==> src/rtl/rr_sched_pkg.sv <==
// rtl/rr_sched_pkg.sv - shared types and default constants for the round-robin scheduler
package rr_sched_pkg;

  typedef enum logic [1:0] {
    IDLE   = 2'd0,
    SERVE  = 2'd1,
    SWITCH = 2'd2
  } state_t;

  localparam int NREQ_DEFAULT    = 4;
  localparam int DW_DEFAULT      = 8;
  localparam int QUANTUM_DEFAULT = 4;

  // Beat counter is 4 bits, which bounds QUANTUM to 15.
  localparam int BEAT_W  = 4;
  localparam int TOTAL_W = 16;

endpackage

==> src/rtl/rr_pick.sv <==
// rtl/rr_pick.sv - combinational round-robin winner selection
//
// Ports:
//   req     requesting lines, bit i belongs to requester i
//   last    index of the previous owner
//   winner  one-hot first requester found scanning upward from last+1 with wrap
//   valid   high when any requester is present
module rr_pick #(
  parameter int NREQ = 4,
  parameter int LW   = $clog2(NREQ)
) (
  input  logic [NREQ-1:0] req,
  input  logic [LW-1:0]   last,
  output logic [NREQ-1:0] winner,
  output logic            valid
);

  int idx;

  // last itself is checked last (k = NREQ), so a lone previous owner still wins.
  always_comb begin
    winner = '0;
    valid  = 1'b0;
    idx    = 0;
    for (int k = 1; k <= NREQ; k++) begin
      idx = (int'(last) + k) % NREQ;
      if (!valid && req[idx[LW-1:0]]) begin
        winner[idx[LW-1:0]] = 1'b1;
        valid               = 1'b1;
      end
    end
  end

endmodule

==> src/rtl/rr_sched.sv <==
// rtl/rr_sched.sv - round-robin beat scheduler feeding a shared datapath
//
// Ports:
//   clock, reset  rising-edge clock, asynchronous active-high reset
//   req           per-requester beat request
//   req_data      requester data, slice i is [i*DW +: DW]
//   ack           combinational beat acceptance (owner only, SERVE only)
//   grant         registered one-hot current owner, zero when no owner
//   dp_enable     registered strobe, one cycle after each accepted beat
//   dp_data       registered data of the last accepted beat
//   busy          high whenever the FSM is not IDLE
//   beat_total    registered wrapping count of accepted beats
module rr_sched
  import rr_sched_pkg::*;
#(
  parameter int NREQ    = NREQ_DEFAULT,
  parameter int DW      = DW_DEFAULT,
  parameter int QUANTUM = QUANTUM_DEFAULT
) (
  input  logic               clock,
  input  logic               reset,
  input  logic [NREQ-1:0]    req,
  input  logic [NREQ*DW-1:0] req_data,
  output logic [NREQ-1:0]    ack,
  output logic [NREQ-1:0]    grant,
  output logic               dp_enable,
  output logic [DW-1:0]      dp_data,
  output logic               busy,
  output logic [TOTAL_W-1:0] beat_total
);

  localparam int LW = $clog2(NREQ);

  state_t            state;
  logic [BEAT_W-1:0] beat_cnt;
  logic [LW-1:0]     last;
  logic [NREQ-1:0]   winner;
  logic              pick_valid;
  logic [DW-1:0]     owner_data;
  logic [LW-1:0]     owner_idx;
  logic              beat_accept;

  rr_pick #(
    .NREQ (NREQ),
    .LW   (LW)
  ) u_pick (
    .req    (req),
    .last   (last),
    .winner (winner),
    .valid  (pick_valid)
  );

  // grant is one-hot, so OR-ing the selected slices is a plain mux.
  always_comb begin
    owner_data = '0;
    owner_idx  = '0;
    for (int i = 0; i < NREQ; i++) begin
      if (grant[i]) begin
        owner_data = owner_data | req_data[i*DW +: DW];
        owner_idx  = LW'(i);
      end
    end
  end

  assign ack         = (state == SERVE) ? (grant & req) : '0;
  assign beat_accept = |ack;
  assign busy        = (state != IDLE);

  always_ff @(posedge clock or posedge reset) begin
    if (reset) begin
      state      <= IDLE;
      grant      <= '0;
      dp_enable  <= 1'b0;
      dp_data    <= '0;
      beat_cnt   <= '0;
      beat_total <= '0;
      last       <= LW'(NREQ - 1);
    end else begin
      dp_enable <= 1'b0;
      case (state)
        IDLE: begin
          if (pick_valid) begin
            grant <= winner;
            state <= SERVE;
          end
        end
        SERVE: begin
          if (beat_accept) begin
            dp_enable  <= 1'b1;
            dp_data    <= owner_data;
            beat_cnt   <= beat_cnt + 4'd1;
            beat_total <= beat_total + 16'd1;
            if (beat_cnt == BEAT_W'(QUANTUM - 1)) begin
              state <= SWITCH;
            end
          end else begin
            // Owner dropped its request: give up the rest of the quantum.
            state <= SWITCH;
          end
        end
        SWITCH: begin
          last     <= owner_idx;
          grant    <= '0;
          beat_cnt <= '0;
          state    <= IDLE;
        end
        default: state <= IDLE;
      endcase
    end
  end

endmodule

==> config.mk <==
export PLATFORM = sky130hd
export DESIGN_NAME = rr_sched
export DESIGN_NICKNAME = d
export VERILOG_FILES = /design/src/rtl/rr_sched_pkg.sv /design/src/rtl/rr_pick.sv /design/src/rtl/rr_sched.sv
export SDC_FILE = /design/constraint.sdc
export NUM_CORES = 1
export LEC_CHECK = 0
export ABC_AREA = 1
export CAP_MARGIN = 0
export CORE_ASPECT_RATIO = 0.9
export CORE_MARGIN = 2
export CORE_UTILIZATION = 42
export DETAILED_ROUTE_END_ITERATION = 8
export PLACE_DENSITY = 0.79
export SLEW_MARGIN = 20
export SYNTH_ARGS = -nofsm -noshare
export SYNTH_HDL_FRONTEND = slang
export SYNTH_SLANG_ARGS = --single-unit
export TNS_END_PERCENT = 1
==> constraint.sdc <==
create_clock -name clock -period 2 [get_ports clock]
set_input_delay 0.3 -clock clock [delete_from_list [all_inputs] [get_ports clock]]
set_output_delay 0.3 -clock clock [all_outputs]
set_load 0.05 [all_outputs]
==> flow_metrics.tcl <==
set metrics [dict create \
    run_status "finished, final reports clean" \
    crit_type "reg2out" \
    slew-limit-headroom_pct 61.1 \
    r2r_cells 11 \
    remaining_drc_errors 0 \
    cts_setup_buffers 0 \
    ant_nets 0 \
    dr.pass1.iters 4 \
    worst_r2r_endpoint "grant[3]" \
    ir_drop_uv 811 \
    grt_overflow 0 \
    setup_violations 0 \
    ctsResizeCount 1 \
    syn_nets 354 \
    ys_seq_elements 37 \
    p_leak_nw 1.61 \
    synthTopCellsByArea "dfrtp_1 38%, nand2_1 16%, nand3_1 6.0%" \
    synth_most_common_cell "nand2_1" \
    synth-seq-area-share_pct 39.8 \
    synth-edff-count 0 \
    syn_to_final_growth_pct 42.9 \
    cp_slowest_cell "clkdlybuf4s50_1" \
    synthCells 306 \
    holdBufCountCts 0 \
    yosysWarnings 0 \
    fin_crit_sh_pct 95.4 \
    hold_class "in2async" \
    grt_max_degree 38 \
    design_area_mm2 0.00334 \
    post_dp_cell_area_mm2 0.00323 \
    cts_max_path_buffers 2 \
    vias 2260 \
    power_mw 4.72 \
    portBuffers 71 \
    path_delay_family "buffers and inverters" \
    synth-compound-area-share_pct 6.92 \
    fin_skew_ns 0.00639 \
    drt-initial-drc-count 222 \
    synthSimpleGateAreaFrac_pct 35.2 \
    synth_xor_xnor_area_share_pct 6.01 \
    async_reset_ff_share_pct 100 \
    synth_top_family_by_area "simple AND/OR/NAND/NOR gates" \
    min_period_ns 1.91 \
    pwr-share-clk_pct 12.1 \
    cp_max_fo 6 \
    cts.clk_slew.worst_paths_ns 0.07 \
    grtUsageTotal_pct 19.8 \
    nets 437 \
    cts_tree "built" \
    htreeDepth 2 \
    fmax_ghz 0.524 \
    die_y_um 74.7 \
    timing.rr.start "last[1]" \
    timing_hold_violations_final 0 \
    switchingPower_mw 2.40 \
    synth-main-ff-cell "dfrtp_1" \
    numCtsBuffers 5 \
    n_antenna_cell 0 \
    grt_pass1_vias 2110 \
    synth_top_cell_area_share_pct 37.5 \
    tightest_slew_ns 0.583 \
    p_per_area_mw_per_mm2 1410 \
    synth_area_per_cell_um2 7.63 \
    vias_per_cell 4.95 \
    holdWs_ns 0.403 \
    crit_path_end_kind "primary output" \
    ff2ff_setup_slack_ns 0.15 \
    switching_share_pct 50.9 \
    synthMuxAreaShare_pct 0 \
    combPwrFrac_pct 61.5 \
    clockRootBuffer "clkbuf_8" \
    grt_pass1_wl_um 9470 \
    cpPeakStageDelay_ns 0.84 \
    synth.top_cells.by_count "102 x nand2_1, 35 x dfrtp_1, 28 x inv_1, 28 x nand3_1, 26 x nor2_1" \
    dp.final_hpwl_um 4420 \
    maxSlewViolCount 0 \
    seq_power_share_pct 26.3 \
    die-area_mm2 0.00617 \
    path_cells "clkdlybuf4s50_1" \
    synth_top_area_cell "dfrtp_1" \
    synthAdderAreaFrac_pct 5.36 \
    path_buf_inv 1 \
    io_pins 72 \
    wl_per_cell_um 12.4 \
    die_w_um 82.6 \
    gp_congestion 0.854 \
    cp.arrival_ns 1.61 \
    synth_cell_types 26 \
    grt_setup_unrepaired "no" \
    clock-sinks 37 \
    antenna_found_initial 0 \
    cp.required_ns 1.70 \
    n_fill_cell 483 \
    cap_violations 0 \
    clk_latency_ns 0.29 \
    rows 25 \
    cp-start-kind "flip-flop" \
    internal_power_mw 2.32 \
    start_util_pct 43.9 \
    drt-total-wl_um 5660 \
    synth.cell_area_mm2 0.00233 \
    core_mm2 0.00532 \
    drive_gt1_share_pct 12.8 \
    tns_ns 0 \
]
metrics by stage:
stage / util (%) / cells / worst slack [ns]
after floorplan: - / 306 / 0.0199
after global placement: 60.8 / 449 / 0.0554
after detailed placement: 60.8 / 449 / 0.0367
after CTS: 62.6 / 457 / 0.0317
after global routing: 62.7 / 457 / 0.00469
final: 62.7 / 457 / 0.0914
how the worst max path moves through the flow:
stage,from,end,slack (ns),cells past startpoint
2_1_floorplan,grant[3],beat_total[5],0.02,8
3_3_place_gp,req[2],beat_total[5],0.06,9
3_5_place_dp,req[2],beat_total[5],0.04,9
4_1_cts,grant[2],grant[2],0.03,1
5_1_grt,last[1],grant[1],0.005,11
6_report,beat_total[2],beat_total[2],0.09,1
cell type report:
type | count | area (um2) | area share (%)
multi-input combinational | 231 | 1270 | 38.0
sequential | 37 | 930 | 27.9
timing repair buffer | 84 | 842 | 25.2
inverter | 30 | 113 | 3.38
clock buffer | 7 | 96.3 | 2.89
tap | 67 | 83.8 | 2.51
clock inverter | 1 | 5.00 | 0.150
registers in the layout, summed over array words and instances, names as in the netlist:
name,flops
beat_cnt,4
dp_data,8
state,2
last,2
dp_enable,1
grant,4
beat_total,16
power groups by stage:
stage                     registers (mW)  logic (mW)  clock network [mW]
after CTS                           1.24        2.90               0.580
after floorplan                     1.84        1.41                   0
after global placement              1.25        2.85                   0
after global routing                1.27        3.20               0.614
final                               1.24        2.90               0.571
after detailed placement            1.25        2.90                   0
layout by cell type (no fill, tap or decap), types with 2 or more instances in the layout:
cell type,netlist,routed
dfrtp_1,35,34
ha_1,10,9
nor2_4,1,2
nor2_1,26,24
clkbuf_8,0,7
nand2_1,102,102
nand2_2,3,3
a21oi_1,3,3
nor2_2,1,2
inv_1,28,27
nand3_4,2,2
nand2_4,4,4
nand4_1,5,5
xnor2_1,6,6
nor3_1,2,2
a221oi_1,8,8
buf_12,0,4
nand3b_1,2,2
o21ai_0,14,14
clkdlybuf4s50_1,0,62
inv_2,2,3
xor2_1,10,10
buf_4,2,16
nand3_1,28,28
dfstp_2,2,2
logic make-up after synthesis:
kind of cell / after synthesis
DFF: 37
buffers and inverters: 38
AOI/OAI and AO/OA: 26
and+or+nand+nor: 179
xor gates and xnor gates: 16
adders and majority gates: 10
metal layers:
metal  global-route usage [%]  routed length, um  vias up
li1                         -                  -     1146
met1                     27.7               2620     1030
met3                     5.04                379        8
met5                        0                  0        -
met4                     6.01                 71        0
met2                     30.4               2580       76
Note: power is estimated with default switching activity, not from simulation.
